==> src/rtl/pipeline_hazard_ctrl.sv <==
// Central hazard sequencer for the 5-stage pipeline: per-register commands, PC enable,
// halt drain and saturating stall/flush performance counters.
module pipeline_hazard_ctrl #(
  parameter int unsigned CNT_W = 32,
  parameter int unsigned REG_W = 5
) (
  input  logic             CLK,
  input  logic             nRST,
  input  logic             ihit,
  input  logic             dhit,
  input  logic             dmem_req,
  input  logic             de_memread,
  input  logic [REG_W-1:0] de_rt,
  input  logic [REG_W-1:0] rs_dec,
  input  logic [REG_W-1:0] rt_dec,
  input  logic             jump_dec,
  input  logic             branch_ex,
  input  logic             halt_mem,
  output logic [1:0]       fd_state,
  output logic [1:0]       de_state,
  output logic [1:0]       em_state,
  output logic [1:0]       mw_state,
  output logic             pc_en,
  output logic             halted,
  output logic [CNT_W-1:0] stall_cnt,
  output logic [CNT_W-1:0] flush_cnt
);

  localparam logic [1:0] PIPE_STALL  = 2'b00;
  localparam logic [1:0] PIPE_ENABLE = 2'b01;
  localparam logic [1:0] PIPE_NOP    = 2'b10;

  typedef enum logic [1:0] {StRun, StDrain, StHalted} state_e;

  state_e           state_q, state_d;
  logic [CNT_W-1:0] stall_cnt_q, stall_cnt_d;
  logic [CNT_W-1:0] flush_cnt_q, flush_cnt_d;
  logic             stall_inc, flush_inc;
  logic             mem_wait, load_use;

  assign mem_wait = dmem_req & ~dhit;
  // A load to $0 never creates a real dependency.
  assign load_use = de_memread & (de_rt != '0) & ((de_rt == rs_dec) | (de_rt == rt_dec));

  // Next-state, register commands and counter increment requests.
  always_comb begin
    state_d   = state_q;
    fd_state  = PIPE_ENABLE;
    de_state  = PIPE_ENABLE;
    em_state  = PIPE_ENABLE;
    mw_state  = PIPE_ENABLE;
    pc_en     = 1'b1;
    halted    = 1'b0;
    flush_inc = 1'b0;
    unique case (state_q)
      StRun: begin
        if (mem_wait) begin
          fd_state = PIPE_STALL;
          de_state = PIPE_STALL;
          em_state = PIPE_STALL;
          mw_state = PIPE_STALL;
          pc_en    = 1'b0;
        end else if (halt_mem) begin
          // Halt overrides all younger-instruction hazards: only MEM/WB keeps flowing.
          state_d  = StDrain;
          fd_state = PIPE_NOP;
          de_state = PIPE_NOP;
          em_state = PIPE_NOP;
          pc_en    = 1'b0;
        end else if (branch_ex) begin
          fd_state  = PIPE_NOP;
          de_state  = PIPE_NOP;
          flush_inc = 1'b1;
        end else if (load_use) begin
          fd_state = PIPE_STALL;
          de_state = PIPE_NOP;
          pc_en    = 1'b0;
        end else if (jump_dec) begin
          fd_state  = PIPE_NOP;
          flush_inc = 1'b1;
        end else if (!ihit) begin
          fd_state = PIPE_NOP;
          pc_en    = 1'b0;
        end
      end
      StDrain: begin
        state_d  = StHalted;
        fd_state = PIPE_NOP;
        de_state = PIPE_NOP;
        em_state = PIPE_NOP;
        pc_en    = 1'b0;
      end
      StHalted: begin
        fd_state = PIPE_STALL;
        de_state = PIPE_STALL;
        em_state = PIPE_STALL;
        mw_state = PIPE_STALL;
        pc_en    = 1'b0;
        halted   = 1'b1;
      end
      default: state_d = StRun;
    endcase
    stall_inc = (state_q == StRun) & ~pc_en;
  end

  // Saturating counter next values.
  always_comb begin
    stall_cnt_d = stall_cnt_q;
    flush_cnt_d = flush_cnt_q;
    if (stall_inc && (stall_cnt_q != '1)) stall_cnt_d = stall_cnt_q + 1'b1;
    if (flush_inc && (flush_cnt_q != '1)) flush_cnt_d = flush_cnt_q + 1'b1;
  end

  // FSM and counter registers.
  always_ff @(posedge CLK or negedge nRST) begin
    if (!nRST) begin
      state_q     <= StRun;
      stall_cnt_q <= '0;
      flush_cnt_q <= '0;
    end else begin
      state_q     <= state_d;
      stall_cnt_q <= stall_cnt_d;
      flush_cnt_q <= flush_cnt_d;
    end
  end

  assign stall_cnt = stall_cnt_q;
  assign flush_cnt = flush_cnt_q;

endmodule

==> config.mk <==
export PLATFORM = sky130hd
export DESIGN_NAME = pipeline_hazard_ctrl
export DESIGN_NICKNAME = d
export VERILOG_FILES = /design/src/rtl/pipeline_hazard_ctrl.sv
export SDC_FILE = /design/constraint.sdc
export NUM_CORES = 1
export LEC_CHECK = 0
export CAP_MARGIN = 20
export CORE_UTILIZATION = 45
export CTS_CLUSTER_SIZE = 40
export DETAILED_ROUTE_END_ITERATION = 10
export PLACE_DENSITY = 0.83
export SYNTH_ARGS = -nofsm -noshare
export SYNTH_HDL_FRONTEND = slang
export SYNTH_SLANG_ARGS = --single-unit
==> constraint.sdc <==
create_clock -name CLK -period 3.8 [get_ports CLK]
set_clock_uncertainty 0.05 [all_clocks]
set_input_delay 1.14 -clock CLK [delete_from_list [all_inputs] [get_ports CLK]]
set_output_delay 1.14 -clock CLK [all_outputs]
set_load 0.01 [all_outputs]
==> results.rst, run 1 <==
.. list-table::
   :header-rows: 1

   * - Metric
     - Value
   * - Number of warning messages in the yosys log
     - 0
   * - Remaining number of nets flagged by the antenna check after routing
     - 0
   * - Total power per unit cell area
     - about 450 nW/µm²
   * - Worst setup EP type
     - output port
   * - Number of detailed-routing iterations run before antenna repair
     - 4
   * - Wire length per cell after detailed routing
     - approximately 16 µm
   * - Via count of the first global-routing pass
     - about 3,400
   * - Period utilisation layout
     - 99.0%
   * - TritonCTS clock tree
     - built
   * - Top-level port count
     - 98
   * - Count of inserted antenna diode cells
     - 0
   * - Maximum number of buffers from clock root to sink
     - 2
   * - Run status
     - completed
   * - Cell taking the most area after synthesis
     - dfrtp_1
   * - Number of violations reported at the end of detailed-routing iteration 0
     - 138
   * - Critical path fanouts, max
     - 2
   * - Total number of nets in the final design
     - 525
   * - Buffer cell driving the clock tree root
     - clkbuf_8
   * - Routed vias
     - between 3,000 and 4,000
   * - Clock sink total
     - 66
   * - HPWL reported at the end of detailed placement
     - 7.13 mm
   * - Commonest register cell after synthesis
     - dfrtp_1
   * - Leakage power total
     - 2.17 nW
   * - Overflow left after global routing
     - 0
   * - Number of max-slew violations in the final report
     - 0
   * - Number of cells in the design after placement
     - between 500 and 600
   * - Post-route DRC
     - 0
   * - Number of distinct library cells after synthesis
     - 52
   * - Total CTS buffers
     - 9
   * - Part of the Yosys area used for sequential elements
     - around 44%
   * - Floorplan die area
     - about 8700 µm²
   * - Cell area after layout
     - around 5000 µm²
   * - Sequential Power Share
     - 39.6%
   * - Power share of the combinational group
     - a little under two fifths
   * - Count of flip-flops with a built-in enable after synthesis
     - 0
   * - Headroom to the max-slew limit
     - 47.4%
   * - Instance count of the mapped netlist
     - 379
   * - Net switching power
     - approximately 0.00084 W
   * - Hold Crit Class
     - register to register
   * - Multi-input gate area in the final layout
     - around 2000 µm²
   * - Min setup slack post-route
     - slightly below 40 ps
   * - Vert. Die Dim
     - around 93 µm
   * - CORE AREA
     - just under 8000 µm²
   * - Number of maximum-capacitance constraint violations
     - 0
   * - Cell row count
     - 32
   * - Global-route wire length before repair
     - 16.2 mm
   * - Setup WS pre-CTS
     - -687 ps
   * - Cell area after placement
     - just under 5000 µm²
   * - Area fraction of the dominant cell type after synthesis
     - around 44%
   * - Max frequency
     - 0.266 GHz
   * - Mean area per synthesized cell
     - around 10 µm²
   * - Port bufs
     - between 90 and 100
   * - Largest cells by area after synthesis
     - dfrtp_1 (44%), xor2_1 (9.6%), xnor2_1 (7.3%), nand3_1 (3.6%), nand4_1 (3.5%)
   * - Flop and latch count out of synthesis
     - 66
   * - Path type of the worst setup path
     - input pin to output port
   * - TNS Setup
     - 0 ps
   * - Cts-stage hold buffer count
     - 0
   * - Data required, critical path
     - roughly 2600 ps
   * - Final hold violation count
     - 0
   * - Total routing resource utilization after global routing
     - a little under a quarter
   * - Largest net degree at the start of global routing
     - 35
   * - Setup repair after global routing missed its margin
     - yes
   * - Clock-pin slew reported for the worst setup and hold paths after clock tree synthesis
     - around 70 ps
   * - Post-Syn Nets
     - between 400 and 500
   * - Syn-to-layout area delta
     - 37.6%
   * - Post-synth design cell area
     - around 3700 µm²
   * - Setup crit start kind
     - input pin
   * - Slew at the pin closest to its max-slew limit
     - slightly below 800 ps
   * - Antenna violations before repair
     - 0
   * - Switching part of the total power
     - about 36%
   * - Initial core utilization
     - 47.4%
   * - Worst Path Arrival
     - roughly 2600 ps
   * - Proportion of register bits with asynchronous set or reset after synthesis
     - between 90% and 100%
   * - Minimum clock period after layout
     - 3760 ps
   * - DIE WIDTH
     - just over 90 µm
   * - Number of filler instances in the final layout
     - between 600 and 700
   * - Final RePlAce weighted congestion
     - 0.862
   * - H-Tree Depth
     - 3
   * - Post-route insts no fill
     - roughly 600
   * - Maximum vdd drop
     - about 0.27 mV
   * - Final setup fails
     - 0
   * - Fraction of layout instances using a drive strength above 1
     - around 15%
   * - Cell internal power dissipation
     - between 0.001 and 0.0015 W
   * - Via-to-Cell Ratio
     - about 5.6
   * - Part of the power in the clock network
     - between 20% and 30%
   * - Area taken by flip-flops and latches
     - approximately 1700 µm²
   * - Wire length reported by the detailed router
     - between 9 and 10 mm
   * - Clock latency on the worst-skew pair
     - 340 ps
   * - Post-route worst hold slack
     - 443 ps
==> placed cells by master, fill, tap and decap left out, drive strengths merged, types with 2 or more instances in the layout <==
master         synthesis  layout
dfrtp                 66      66
nor3                  23      23
or4                    3       3
dlygate4sd2            0      11
ha                     5       5
a21o                   3       3
and2                   2       2
nor4                  22      22
a211oi                 2       2
nor2b                  3       3
clkbuf                 5      14
nand4b                 3       3
nand4                 23      23
nor4b                  3       3
clkinv                 0       2
xnor2                 31      31
clkdlybuf4s50          0      72
buf                   10      35
nor2                  28      28
inv                    9       9
or3                    3       3
o21ai                  8       8
nand3                 28      28
a21oi                  2       2
mux2                   2       2
nand2                 32      32
dlymetal6s2s           0       3
xor2                  41      41
and3                   6       6
and4                   3       3
==> state kept, by name (all words and copies together), names as in the netlist <==
register   flops
flush_cnt     32
stall_cnt     32
state_q        2
==> power groups by stage <==
stage               registers, W  logic (W)  clock network, W
CTS                     0.000920   0.000849          0.000551
global route            0.000937   0.000932          0.000587
finish                  0.000923   0.000860          0.000551
global placement        0.000924   0.000865                 0
detailed placement      0.000931   0.000889                 0
floorplan               0.000933   0.000421                 0
==> worst max-delay path: stages <==
cell and delay (ps):
buf_6 90, or4_4 530, o21ai_4 180, nor2b_4 60
or3_1 330, o21ai_1 80, buf_2 140
==> metal layers <==
| layer | part of all wire [%] | wire, µm | vias to the layer above | GRT usage (%) |
|---|---|---|---|---|
| li1 | - | - | 1591 | - |
| met5 | 0 | 0 | - | 0 |
| met3 | 5.5 | 531 | 22 | 4.31 |
| met4 | 2.1 | 206 | 0 | 8.59 |
| met1 | 41 | 3970 | 1638 | 29.2 |
| met2 | 51 | 4950 | 136 | 40.4 |
==> path summary, 6_finish.rpt <==
check	start	to	slack (ps)	depth (start not counted)
setup / recovery	de_rt[3]	fd_state[0]	40	7
hold / removal	flush_cnt[29]$_DFFE_PN0P_	flush_cnt[29]$_DFFE_PN0P_	440	1
setup reg to reg	flush_cnt[9]$_DFFE_PN0P_	flush_cnt[13]$_DFFE_PN0P_	1230	7
hold reg to reg	flush_cnt[29]$_DFFE_PN0P_	flush_cnt[29]$_DFFE_PN0P_	440	1
max in group asynchronous	nRST	flush_cnt[2]$_DFFE_PN0P_	2230	2
min in group asynchronous	nRST	stall_cnt[26]$_DFFE_PN0P_	830	1
==> per-stage QoR <==
stage / total power [W] / utilization (%)
after global routing: 0.00246 / 65.2
after CTS: 0.00232 / 64.6
final: 0.00233 / 65.2
after floorplan: 0.00135 / -
after detailed placement: 0.00182 / 62.7
after global placement: 0.00179 / 62.7
==> logic make-up (layout without fill, tap and decap cells) <==
family	after synthesis	count (layout)	share of synthesized area (%)
and+or+nand+nor	187	187	28.6
AOI/OAI and AO/OA	22	22	4.62
other	1	1	0.100
xor gates and xnor gates	72	72	16.9
buffers and inverters	24	146	3.28
muxes	2	2	0.703
adders and majority gates	5	5	1.67
DFF	66	66	44.2
==> synth_stat cells (all sizes together) (5+ instances only) <==
cell type  count
o21ai          8
nand3         28
nand4         23
inv            9
ha             5
nor2          28
dfrtp         66
xnor2         31
nand2         32
buf           10
clkbuf         5
and3           6
xor2          41
nor4          22
nor3          23
==> layout make-up <==
class | instances | share of cell area (%)
clock inverters | 2 | 0.195
repair buffers | 121 | 22.0
flip-flops and latches | 66 | 32.1
inverters | 9 | 0.657
clock buffers | 14 | 3.36
well taps | 102 | 2.48
multi-input cells | 289 | 39.1
==> timing repair <==
action / 4_1_cts / 5_1_grt
gates resized for setup: 53 / 13
hold endpoints to repair: 0 / 0
pin swaps: 16 / 5
endpoints found under the setup margin: 7 / 6
setup buffers: 1 / 0
Power figures use the tool's default switching activity.
==> run 2: changes to the inputs <==
--- a/constraint.sdc
+++ b/constraint.sdc
@@ -4,2 +4,2 @@
 set_output_delay 1.14 -clock CLK [all_outputs]
-set_load 0.01 [all_outputs]
+set_load 0.05 [all_outputs]
==> run 2 against run 1 <==
Against the previous run: power grew 26%; worst setup slack worse by 27 ps; highest routed layer unchanged; global-route usage is 0.68 points higher; largest cell class unchanged; worst hold slack got worse by 3.0 ps; utilization is 1.6 points higher; combinational power grew 72%; critical path depth unchanged; flip-flop and latch count stayed put; design area rose by 2.5%; non-clock buffer count unchanged; fmax is 0.71% lower.
==> results.rst, run 2 (synthesis results as in run 1) <==
.. list-table::
   :header-rows: 1

   * - Metric
     - Value
   * - Clock sink total
     - 66 (unchanged)
   * - Syn-to-layout area delta
     - 41.0% (was 37.6%)
   * - Net switching power
     - 0.00129 W (was 0.000841 W)
   * - Number of violations reported at the end of detailed-routing iteration 0
     - 135 (was 138)
   * - Period utilisation layout
     - 99.7% (was 99.0%)
   * - Antenna violations before repair
     - 0 (unchanged)
   * - Number of maximum-capacitance constraint violations
     - 0 (unchanged)
   * - Top library cells by usage in the layout, fill and taps aside
     - clkdlybuf4s50_1 (72), dfrtp_1 (66), xor2_1 (41), nand2_1 (32), xnor2_1 (30) (was clkdlybuf4s50_1 (72), dfrtp_1 (66), xor2_1 (41), nand2_1 (32), xnor2_1 (31))
   * - HPWL reported at the end of detailed placement
     - 7.30 mm (was 7.13 mm)
   * - Number of filler instances in the final layout
     - 610 (was 619)
   * - Worst setup EP type
     - output port (unchanged)
   * - Part of the power in the clock network
     - 18.7% (was 23.6%)
   * - Floorplan die area
     - 8670 µm² (unchanged)
   * - Fraction of layout instances using a drive strength above 1
     - 15.8% (was 14.8%)
   * - Clock latency on the worst-skew pair
     - 330 ps (was 340 ps)
   * - Top-level port count
     - 98 (unchanged)
   * - Worst Path Arrival
     - 2600 ps (was 2570 ps)
   * - Cell internal power dissipation
     - 0.00166 W (was 0.00149 W)
   * - Maximum vdd drop
     - 0.402 mV (was 0.271 mV)
   * - Slew at the pin closest to its max-slew limit
     - 762 ps (was 789 ps)
   * - Final RePlAce weighted congestion
     - 0.859 (was 0.862)
   * - Cell row count
     - 32 (unchanged)
   * - Global-route wire length before repair
     - 16.5 mm (was 16.2 mm)
   * - Wire length per cell after detailed routing
     - 16.4 µm (was 16.0 µm)
   * - Clock-pin slew reported for the worst setup and hold paths after clock tree synthesis
     - 60 ps (was 70 ps)
   * - Wire length reported by the detailed router
     - 9.89 mm (was 9.65 mm)
   * - Hold Crit Class
     - register to register (unchanged)
   * - Most common cell after layout, fill and taps aside
     - clkdlybuf4s50_1 (unchanged)
   * - Final setup fails
     - 0 (unchanged)
   * - Count of inserted antenna diode cells
     - 0 (unchanged)
   * - Port bufs
     - 96 (unchanged)
   * - CORE AREA
     - 7890 µm² (unchanged)
   * - DIE WIDTH
     - 93.1 µm (unchanged)
   * - Highest-delay cell along the critical path
     - or4_4 (unchanged)
   * - Power share of the combinational group
     - 50.1% (was 36.8%)
   * - Data required, critical path
     - 2610 ps (about the same)
   * - Series of cell instances along the critical path
     - buf_6 -> or4_4 -> o21ai_4 -> nor2_2 -> a211o_1 -> o21ai_4 -> buf_12 (was buf_6 -> or4_4 -> o21ai_4 -> nor2b_4 -> or3_1 -> o21ai_1 -> buf_2)
   * - Cell area after placement
     - 4990 µm² (was 4940 µm²)
   * - Via-to-Cell Ratio
     - 5.70 (was 5.62)
   * - Total number of nets in the final design
     - 525 (unchanged)
   * - Via count of the first global-routing pass
     - 3,499 (was 3,387)
   * - Setup repair after global routing missed its margin
     - yes (unchanged)
   * - Vert. Die Dim
     - 93.1 µm (unchanged)
   * - Critical path fanouts, max
     - 2 (unchanged)
   * - Total CTS buffers
     - 9 (unchanged)
   * - Path type of the worst setup path
     - input pin to output port (unchanged)
   * - Routed vias
     - 3,437 (was 3,387)
   * - Headroom to the max-slew limit
     - 49.2% (was 47.4%)
   * - Cts-stage hold buffer count
     - 0 (unchanged)
   * - Most frequent cell on the critical path
     - o21ai_4
   * - H-Tree Depth
     - 3 (unchanged)
   * - Overflow left after global routing
     - 0 (unchanged)
   * - Number of detailed-routing iterations run before antenna repair
     - 4 (unchanged)
   * - Post-route DRC
     - 0 (unchanged)
   * - Post-route worst hold slack
     - 440 ps (was 443 ps)
   * - Initial core utilization
     - 47.4% (unchanged)
   * - Total power per unit cell area
     - 560 nW/µm² (was 454 nW/µm²)
   * - Total routing resource utilization after global routing
     - 24.1% (was 23.4%)
   * - Switching part of the total power
     - 43.8% (was 36.0%)
   * - Minimum clock period after layout
     - 3790 ps (was 3760 ps)
   * - Sequential Power Share
     - 31.1% (was 39.6%)
   * - Buffer cell driving the clock tree root
     - clkbuf_8 (unchanged)
   * - TritonCTS clock tree
     - built (unchanged)
   * - Cell area after layout
     - 5270 µm² (was 5140 µm²)
   * - Leakage power total
     - 2.23 nW (was 2.17 nW)
   * - Setup crit start kind
     - input pin (unchanged)
   * - Max frequency
     - 0.264 GHz (was 0.266 GHz)
   * - Largest net degree at the start of global routing
     - 36 (was 35)
   * - Number of max-slew violations in the final report
     - 0 (unchanged)
   * - Run status
     - completed (unchanged)
   * - Remaining number of nets flagged by the antenna check after routing
     - 0 (unchanged)
   * - Stage delay of the slowest cell on the critical path
     - 540 ps (was 530 ps)
   * - Maximum number of buffers from clock root to sink
     - 2 (unchanged)
   * - Final hold violation count
     - 0 (unchanged)
## run 2: cell count changes in the layout (fill, tap and decap cells not counted), sizes merged
| cell | change |
|---|---|
| buf | +2 |
| dlygate4sd2 | -5 |
| dlymetal6s2s | +2 |
| bufinv | +1 |
## run 2: cell type report
class | count | area [µm²] | area share (%)
flip-flops and latches | 66 | 1650 | 31.3
clock inverters | 3 | 40.0 | 0.760
inverters | 9 | 33.8 | 0.641
well taps | 102 | 128 | 2.42
clock buffers | 13 | 139 | 2.63
multi-input cells | 289 | 2050 | 38.9
repair buffers | 121 | 1230 | 23.3
## run 2: path summary, 6_finish.rpt
path | slack, ps | end | depth (start not counted) | from
worst min-delay path | 440 | stall_cnt[31]$_DFFE_PN0P_ | 1 | stall_cnt[31]$_DFFE_PN0P_
worst max register to register | 940 | flush_cnt[29]$_DFFE_PN0P_ | 8 | state_q[0]$_DFFE_PN0P_
min in group asynchronous | 830 | stall_cnt[29]$_DFFE_PN0P_ | 1 | nRST
worst max-delay path | 10 | pc_en | 7 | de_rt[2]
worst min register to register | 440 | stall_cnt[31]$_DFFE_PN0P_ | 1 | stall_cnt[31]$_DFFE_PN0P_
max in group asynchronous | 2230 | stall_cnt[1]$_DFFE_PN0P_ | 2 | nRST
## run 2: power by group through the flow
stage	clock, W	combinational (W)	sequential (W)
floorplan	0	0.000648	0.00116
global placement	0	0.00141	0.000921
detailed placement	0	0.00143	0.000925
CTS	0.000563	0.00146	0.000914
global route	0.000596	0.00156	0.000929
finish	0.000552	0.00148	0.000919
## run 2: repair_timing
action | in CTS | in global routing
pin swaps | 13 | 11
gates resized for setup | 35 | 12
buffers inserted | 3 | 0
endpoints found under the setup margin | 5 | 5
## run 2: worst max-delay path, delay by kind of cell
family	cells	cell delay, ps
AOI/OAI and AO/OA	3	590
buffers and inverters	2	250
and+or+nand+nor	2	610
## run 2: per-layer routing
metal	global-route usage, %	vias to the layer above	wire length (µm)	share of wire (%)
met5	0	-	0	0
met4	7.56	0	229	2.3
met3	6.67	29	679	6.9
met2	41.6	157	5040	51
met1	29.2	1658	3950	40
li1	-	1593	-	-
## run 2: metrics by stage
stage | std cells | utilization, % | setup TNS [ps] | worst slack, ps | power [W]
final | 603 | 66.8 | 0 | 12.5 | 0.00295
after global routing | 603 | 66.8 | -91.9 | -33.7 | 0.00308
after CTS | 603 | 66.1 | -11.6 | -11.6 | 0.00294
after detailed placement | 584 | 63.3 | -1600 | -393 | 0.00235
after global placement | 584 | 63.3 | -1450 | -362 | 0.00233
after floorplan | 379 | - | 0 | 7.17 | 0.00181
==> run 3: changes to the inputs <==
ABC_CLOCK_PERIOD_IN_PS = 3800   (was not set)
CTS_BUF_LIST = sky130_fd_sc_hd__clkbuf_4   (was not set)
==> run 3 against run 2 <==
Against the previous run: clock power decreased by 15%; routed wire length increased by 0.10%; worst hold slack improved by 4.6 ps; sequential power about the same; non-clock buffer count unchanged; critical path depth unchanged; final cell count unchanged; register-to-register slack about the same; highest routed layer unchanged.
==> results.rst, run 3 (synthesis results as in run 1) <==
.. list-table::
   :header-rows: 1

   * - Metric
     - Value
   * - Run status
     - completed (unchanged)
   * - DIE WIDTH
     - 93.1 µm (unchanged)
   * - Critical path fanouts, max
     - 2 (unchanged)
   * - Largest net degree at the start of global routing
     - 36 (unchanged)
   * - Logic depth of the worst register-to-register path
     - 8 (unchanged)
   * - Post-route insts no fill
     - 603 (unchanged)
   * - Clock-pin slew reported for the worst setup and hold paths after clock tree synthesis
     - 100 ps (was 60 ps)
   * - Via count of the first global-routing pass
     - 3,513 (was 3,499)
   * - Gate family responsible for the most delay along the worst path
     - simple AND/OR/NAND/NOR gates (unchanged)
   * - Number of max-slew violations in the final report
     - 0 (unchanged)
   * - Post-route DRC
     - 0 (unchanged)
   * - Worst Path Arrival
     - 2610 ps (was 2600 ps)
   * - CORE AREA
     - 7890 µm² (unchanged)
   * - Highest-delay cell along the critical path
     - or4_4 (unchanged)
   * - Routed vias
     - 3,453 (was 3,437)
   * - Global routing met3 resource utilization
     - 4.96% (was 6.67%)
   * - Port bufs
     - 96 (unchanged)
   * - Number of maximum-capacitance constraint violations
     - 0 (unchanged)
   * - Path length in cells of the critical path
     - 7 (unchanged)
   * - Path type of the worst setup path
     - input pin to output port (unchanged)
   * - Stage delay of the slowest cell on the critical path
     - 540 ps (about the same)
   * - Top library cells by usage in the layout, fill and taps aside
     - clkdlybuf4s50_1 (72), dfrtp_1 (66), xor2_1 (41), nand2_1 (32), xnor2_1 (30) (unchanged)
   * - Worst reg2reg setup slack
     - 950 ps (was 940 ps)
   * - H-Tree Depth
     - 3 (unchanged)
   * - Maximum vdd drop
     - 0.398 mV (was 0.402 mV)
   * - Setup crit start kind
     - input pin (unchanged)
   * - Overflow left after global routing
     - 0 (unchanged)
   * - Final hold violation count
     - 0 (unchanged)
   * - Maximum number of buffers from clock root to sink
     - 2 (unchanged)
   * - Wire length per cell after detailed routing
     - 16.4 µm (about the same)
   * - Worst flop-to-flop path startpoint
     - state_q[0]$_DFFE_PN0P_ (unchanged)
   * - Total number of nets in the final design
     - 525 (unchanged)
   * - Total routing resource utilization after global routing
     - 24.3% (was 24.1%)
   * - Series of cell instances along the critical path
     - buf_6 -> or4_4 -> o21ai_4 -> nor2_2 -> a211o_1 -> o21ai_4 -> buf_12 (unchanged)
   * - Via-to-Cell Ratio
     - 5.73 (was 5.70)
   * - Floorplan die area
     - 8670 µm² (unchanged)
   * - Data required, critical path
     - 2610 ps (about the same)
   * - Cell row count
     - 32 (unchanged)
   * - Minimum clock period after layout
     - 3800 ps (was 3790 ps)
   * - Top-level port count
     - 98 (unchanged)
   * - Remaining number of nets flagged by the antenna check after routing
     - 0 (unchanged)
   * - Global route hottest layer
     - met2 (unchanged)
   * - Vert. Die Dim
     - 93.1 µm (unchanged)
   * - Clock sink total
     - 66 (unchanged)
   * - Endpoint of the most critical register-to-register path
     - flush_cnt[29]$_DFFE_PN0P_ (unchanged)
   * - WP buf/inv
     - 2 (unchanged)
   * - Final RePlAce weighted congestion
     - 0.859 (unchanged)
   * - Slew at the pin closest to its max-slew limit
     - 760 ps (was 762 ps)
   * - Buffer cell driving the clock tree root
     - clkbuf_4 (was clkbuf_8)
   * - Most frequent cell on the critical path
     - o21ai_4 (unchanged)
   * - M1 GR Usage
     - 29.5% (was 29.2%)
   * - Headroom to the max-slew limit
     - 49.4% (was 49.2%)
   * - Initial core utilization
     - 47.4% (unchanged)
   * - Hold path startpoint
     - stall_cnt[31]$_DFFE_PN0P_ (unchanged)
   * - Syn-to-layout area delta
     - 39.9% (was 41.0%)
   * - Number of detailed-routing iterations run before antenna repair
     - 4 (unchanged)
   * - Final setup fails
     - 0 (unchanged)
   * - Global-route wire length before repair
     - 16.6 mm (was 16.5 mm)
   * - Final standard cell utilization of the core
     - 66.3% (was 66.8%)
   * - Wire length reported by the detailed router
     - 9.90 mm (was 9.89 mm)
   * - Clock latency on the worst-skew pair
     - 420 ps (was 330 ps)
   * - Leakage power total
     - 2.22 nW (was 2.23 nW)
   * - Period utilisation layout
     - 99.9% (was 99.7%)
   * - Setup repair after global routing missed its margin
     - yes (unchanged)
   * - HPWL reported at the end of detailed placement
     - 7.30 mm (unchanged)
   * - Count of inserted antenna diode cells
     - 0 (unchanged)
   * - Total CTS buffers
     - 9 (unchanged)
   * - Hold Crit Class
     - register to register (unchanged)
   * - Most common cell after layout, fill and taps aside
     - clkdlybuf4s50_1 (unchanged)
   * - Cell count of the worst hold path
     - 1 (unchanged)
   * - Worst setup EP type
     - output port (unchanged)
   * - Worst min-delay path endpoint
     - stall_cnt[31]$_DFFE_PN0P_ (unchanged)
   * - TritonCTS clock tree
     - built (unchanged)
   * - Fraction of layout instances using a drive strength above 1
     - 16.6% (was 15.8%)
   * - Number of violations reported at the end of detailed-routing iteration 0
     - 174 (was 135)
   * - Max frequency
     - 0.263 GHz (was 0.264 GHz)
   * - Global routing met2 resource utilization
     - 41.9% (was 41.6%)
   * - Total power per unit cell area
     - 548 nW/µm² (was 560 nW/µm²)
   * - Number of cells in the design after placement
     - 584 (unchanged)
   * - Antenna violations before repair
     - 0 (unchanged)
run 3: changes by cell type in the layout (fill, tap and decap cells not counted):
cell and change:
clkbuf_4 +13, clkbuf_8 -9, clkbuf_1 -4
run 3: metal layers:
metal | share of wire [%] | wire length, µm
met2 | 51 | 5020
met5 | 0 | 0
met3 | 5.9 | 589
met1 | 40 | 3980
met4 | 3.2 | 320
run 3: repair_timing:
action / 4_1_cts / 5_1_grt
endpoints found under the setup margin: 5 / 5
cloned: 0 / 0
endpoints found under the hold margin: 0 / 0
resized for setup: 35 / 12
pin swaps: 13 / 11
setup buffers: 3 / 0
hold buffers: 0 / 0
run 3: final cells by class:
type                       count  area [µm²]
multi-input combinational    289        2050
fill                         616        2660
sequential                    66        1650
timing repair buffer         121        1230
clock inverter                 3        40.0
tap                          102         128
clock buffer                  13        97.6
inverter                       9        33.8
run 3: how the worst max path moves through the flow:
| stage | start | endpoint | slack [ps] |
|---|---|---|---|
| CTS | de_rt[2] | pc_en | -10 |
| detailed placement | de_rt[3] | fd_state[1] | -390 |
| finish | de_rt[2] | pc_en | 3 |
| global placement | de_rt[1] | fd_state[0] | -360 |
| floorplan | de_rt[1] | de_state[0] | 7 |
| global route | de_rt[2] | pc_en | -50 |
run 3: worst reg2reg max path, cell delays in order, from the launching register on:
cell,delay [ps]
dfrtp_1,410
inv_1,150
ha_1,380
buf_4,340
o2111ai_4,140
or3_1,430
a221o_1,400
nor4b_2,310
xor2_1,170
run 3: metrics by stage:
stage	hold WS, ps	worst slack [ps]	power [W]	cell area [µm²]	setup TNS [ps]
after floorplan	439	7.17	0.00181	3760	0
after CTS	449	-11.6	0.00285	5170	-11.6
final	444	2.68	0.00287	5230	0
after global routing	462	-49.1	0.00299	5230	-145
after global placement	420	-362	0.00233	4990	-1450
after detailed placement	434	-393	0.00235	4990	-1600
run 3: power by group:
group,total (W),switching (W),internal (W)
combinational,0.00148,0.000911,0.000567
clock,0.000471,0.000242,0.000229
sequential,0.000916,0.000129,0.000787
total,0.00287,0.00128,0.00158
==> variant 1, RTL diff (config.mk and constraints of run 3) <==
Make the reset (`nRST`) synchronous in one clocked block.
--- a/src/rtl/pipeline_hazard_ctrl.sv
+++ b/src/rtl/pipeline_hazard_ctrl.sv
@@ -114,3 +114,3 @@
   // FSM and counter registers.
-  always_ff @(posedge CLK or negedge nRST) begin
+  always_ff @(posedge CLK) begin
     if (!nRST) begin
Behaviour: differs if nRST is asserted again (counterexample within 4 cycles, from zero or initial values and one cycle with nRST low); with nRST held inactive, the same outputs for 10 cycles.
==> variant 1 against run 3 <==
Sequential share of layout area fell by 5.9 points; sequential cell count did not move; worst setup slack improved by 19 ps; first-iteration DRC count fell by 5.2%; core utilization fell by 3.9 points; routed wire length rose by 6.9%; area after synthesis rose by 3.1%; final area fell by 1.5%; die area rose by 3.1%.
Power is not compared: it rests on default switching activity, and its combinational part moved more than twofold at a synthesized area within 25%.
==> variant 1: results (changes against run 3) <==
| Metric | Value |
|---|---|
| Status | `complete, no violations` |
| Largest net degree at the start of global routing | `59 (+64%)` |
| Slowest cell on the critical path | `clkdlybuf4s50_1` |
| Layout cells sized above 1 | `11.3% (-5.3 points)` |
| GRT Total Usage | `23.8% (-0.47 points)` |
| PortBufs | `96 (unchanged)` |
| DR pass1 iterations | `4 (unchanged)` |
| First-pass GRT wire length | `17200 µm (+3.2%)` |
| Total CTS buffers | `9 (unchanged)` |
| Synth warnings | `0 (unchanged)` |
| DP Area | `0.00504 mm² (+0.90%)` |
| Crit path time final | `3780 ps (-18.9 ps)` |
| Worst hold path type | `reg2reg` |
| # nets final | `599 (+14%)` |
| Via count of the first global-routing pass | `3727 (+6.1%)` |
| Worst Path Arrival | `2590 ps (-20 ps)` |
| Worst Path Max Fanout | `3 (+1)` |
| Clock slew at reported path FFs | `120 ps (+20 ps)` |
| Area contributors post-synth | `dfxtp_1 34%, o31ai_1 6.6%, or4_1 6.6%` |
| Number of DRC markers in iteration 0 | `165 (-5.2%)` |
| Syn_area_per_cell | `8.08 µm² (-18%)` |
| DP Worst Slack | `-392 ps (+0.856 ps)` |
| Max VDD drop | `about 0.15 mV` |
| Crit path max-delay family | `buffers and inverters` |
| Relative slew margins | `40.4% (-9.0 points)` |
| Post-synth top cells | `66 x dfxtp_1, 47 x a21oi_1, 39 x nand2_1` |
| GPL Wtd Cong | `0.838 (-2.4%)` |
| Sequential fraction of the synthesis area | `34.3% (-9.9 points)` |
| Crit path largest cell delay | `470 ps (-70 ps)` |
| H-tree depth | `3 (unchanged)` |
| Leak | `between 1.5 and 2 nW` |
| Post-DP HPWL | `7500 µm (+2.7%)` |
| Max clock buf depth | `2 (unchanged)` |
| Post-CTS setup buffers | `0 (-3)` |
| Yosys cell types | `48 (-7.7%)` |
| Post-Syn Nets | `506 (+24%)` |
| Vias | `4129 (+20%)` |
| Async set or reset register ratio after synthesis | `0% (-100 points)` |
| Clock root buffer | `clkbuf_4` |
| Skew-Pair Late Insertion Delay | `400 ps (-20 ps)` |
| Initial antenna violation count | `0 (unchanged)` |
| Antenna Cells | `0 (unchanged)` |
| Dpl cells | `664 (+14%)` |
| Final Non-Filler Cells | `680 (+13%)` |
| Final wirelength | `10600 µm (+6.9%)` |
| Reg2Reg Setup Slack | `1000 ps (+50 ps)` |
## variant 1: cell count changes after synthesis, sizes merged, moves of 15 or more
cell,change
or3,+15
dfrtp,-66
xnor2,-31
or4,+32
dfxtp,+66
o31ai,+33
xor2,-31
nor2,-15
a21oi,+45
## variant 1: cells by family (layout without fill, tap and decap cells)
| group | after synthesis | in the layout | synth area share, % |
|---|---|---|---|
| DFF | 66 | 66 | 34.3 |
| buffers and inverters | 41 | 139 | 5.03 |
| and+or+nand+nor | 216 | 216 | 32.7 |
| xor gates and xnor gates | 10 | 10 | 2.27 |
| adders and majority gates | 5 | 5 | 1.62 |
| other | 1 | 1 | 0.0973 |
| AOI/OAI and AO/OA | 126 | 126 | 20.8 |
| muxes | 12 | 12 | 3.15 |
## variant 1: layout make-up
class	count	area [µm²]
Clock buffer	11	82.6
Clock inverter	5	31.3
Fill cell	722	3110
Inverter	10	37.5
Multi-Input combinational cell	370	2400
Sequential cell	66	1320
Tap cell	105	131
Timing Repair Buffer	113	1150
## variant 1: power breakdown
group	internal [mW]	total (mW)	leakage (nW)	switching, mW
logic	0.155	0.416	1.08	0.261
clock network	0.147	0.404	0.0666	0.256
registers	0.701	0.713	0.532	0.0125
total	1.00	1.53	1.68	0.530
## variant 1: routing by layer
metal	global-route usage (%)	wire length [µm]	share of wire (%)
met1	28.6	4490	42
met4	6.82	97	0.92
met5	0	0	0
met2	42.6	5450	51
met3	4.83	555	5.2
## variant 1: tightest hold or removal path, delay by kind of cell, from the launching register on
kind	cells	cell delay (ps)
DFF	1	350
and+or+nand+nor	1	60
muxes	1	50
## variant 1: final timing paths
path | endpoint | cells after the start | from
setup reg to reg | stall_cnt[3]$_SDFFE_PN0P_ | 8 | state_q[0]$_SDFFE_PN0P_
hold / removal | stall_cnt[15]$_SDFFE_PN0P_ | 2 | stall_cnt[15]$_SDFFE_PN0P_
setup / recovery | pc_en | 6 | de_memread
hold reg to reg | stall_cnt[15]$_SDFFE_PN0P_ | 2 | stall_cnt[15]$_SDFFE_PN0P_
## variant 1: repair_timing
action	4_1_cts	5_1_grt
resized for setup	32	5
pin swaps	16	5
endpoints found under the setup margin	5	4
## variant 1: through the flow
stage	power, mW	hold WS [ps]
2_1_floorplan	0.986	437
3_3_place_gp	1.13	415
3_5_place_dp	1.14	436
4_1_cts	1.55	452
5_1_grt	1.60	467
6_report	1.53	447
==> variant 2, RTL diff (settings of run 3) <==
Made on the original files. The parameter `CNT_W` goes from 32 to 36.
--- a/src/rtl/pipeline_hazard_ctrl.sv
+++ b/src/rtl/pipeline_hazard_ctrl.sv
@@ -3,3 +3,3 @@
 module pipeline_hazard_ctrl #(
-  parameter int unsigned CNT_W = 32,
+  parameter int unsigned CNT_W = 36,
   parameter int unsigned REG_W = 5
Ports: changed (resized flush_cnt and stall_cnt); port bits go from 98 to 106. No check against the original RTL was run, so the function may have changed too.
==> variant 2 against run 3 <==
The flow now finishes with violations (negative setup slack); first-iteration DRC count decreased by 14%; worst setup slack got worse by 86 ps; area after synthesis grew 5.4%; routed wire length grew 1.5%; final area up 4.8%; via count barely moved; register-to-register slack improved by 60 ps; critical path type unchanged; largest cell class unchanged; sequential cell count increased by 8; power up 1.6%; core utilization decreased by 0.62 points; global-route usage fell by 0.98 points; sequential share of layout area rose by 2.2 points; highest routed layer unchanged; count of clock-buffer cells in the layout fell by 4.
==> variant 2: results (changes against run 3) <==
| Metric | Value |
|---|---|
| Status | `finished, violations left` |
| Failing checks | `negative setup slack` |
| First-pass GRT wire length | `16400 µm (-1.2%)` |
| GPL Wtd Cong | `0.873 (+1.7%)` |
| Via/cell ratio | `5.54 (-3.3%)` |
| Cts repair resizes | `38 (+8.6%)` |
| Clock network fraction of total power | `18.5% (+2.1 points)` |
| Largest net degree at the start of global routing | `33 (-8.3%)` |
| # setup viols final | `2 (+2)` |
| # nets final | `542 (+3.2%)` |
| Leak | `2.36 nW (+6.6%)` |
| Final Non-Filler Cells | `623 (+3.3%)` |
| GRT Total Usage | `23.3% (-0.98 points)` |
| Post-synth top cells | `74 x dfrtp_1, 51 x xnor2_1, 40 x nand4_1` |
| Worst Path Arrival | `2690 ps (+80 ps)` |
| Post-DP HPWL | `7300 µm (about the same)` |
| Met1 GRT Util | `30.1% (+0.68 points)` |
| Wire length per cell | `16.1 µm (-1.7%)` |
| DP Worst Slack | `-579 ps (-186 ps)` |
| Overall power | `2.91 mW (+1.6%)` |
| FILL cells | `660 (+7.1%)` |
| Syn_area_per_cell | `10.1 µm² (+2.7%)` |
| Setup WS post-layout | `-83.3 ps (-86.0 ps)` |
| Area contributors post-synth | `dfrtp_1 47%, xnor2_1 11%, xor2_1 6.4%` |
| Number of DRC markers in iteration 0 | `149 (-14%)` |
| Post-CTS setup buffers | `2 (-1)` |
| Met2 usage | `38.9% (-2.9 points)` |
| Switching Power | `1.25 mW (-2.7%)` |
| Yosys cell types | `39 (-25%)` |
| Xor-xnor portion of the synthesized cell area | `17.8% (+0.92 points)` |
| Layout cells sized above 1 | `13.3% (-3.2 points)` |
| DP Area | `0.00531 mm² (+6.3%)` |
| GR Util met3 | `6.06% (+1.1 points)` |
-- variant 2: changes by cell type after synthesis, moves of 4 or more --
cell / run 3 / this run
xnor2_1: 31 / 51
nand4_1: 21 / 40
nand2_1: 32 / 19
xor2_1: 41 / 29
and3_1: 6 / 17
nand3_1: 27 / 36
nor4_1: 21 / 12
dfrtp_1: 66 / 74
nor2_1: 27 / 20
clkbuf_1: 5 / 11
and4_1: 3 / 8
nor3_1: 19 / 14
and2_1: 2 / 6
-- variant 2: worst paths after layout --
path                                              to                 startpoint  slack [ps]
max                                      fd_state[0]                   de_rt[1]         -80
min                        flush_cnt[20]$_DFFE_PN0P_  flush_cnt[20]$_DFFE_PN0P_         450
max reg2reg                 flush_cnt[1]$_DFFE_PN0P_   flush_cnt[0]$_DFFE_PN0P_        1010
min reg2reg                flush_cnt[20]$_DFFE_PN0P_  flush_cnt[20]$_DFFE_PN0P_         450
max in group asynchronous   stall_cnt[4]$_DFFE_PN0P_                       nRST        2210
min in group asynchronous   flush_cnt[6]$_DFFE_PN0P_                       nRST         650
-- variant 2: per-layer routing --
| layer | share of wire, % | routed length, µm | up-vias |
|---|---|---|---|
| met5 | 0 | 0 | - |
| met4 | 1.2 | 120 | 0 |
| met3 | 6.5 | 655 | 16 |
| met2 | 48 | 4870 | 135 |
| met1 | 44 | 4400 | 1647 |
| li1 | - | - | 1652 |
-- variant 2: final cells by class --
type	instances	area share (%)
Sequential cell	74	33.8
Inverter	7	0.480
Tap cell	105	2.40
Clock buffer	9	1.23
Clock inverter	7	1.53
Timing Repair Buffer	128	22.9
Multi-Input combinational cell	293	37.7
-- variant 2: critical path: cells and delay by family --
| family | cells | cell delay [ps] |
|---|---|---|
| AO/OA/AOI/OAI | 3 | 480 |
| buffers and inverters | 2 | 280 |
| AND/OR/NAND/NOR | 2 | 790 |
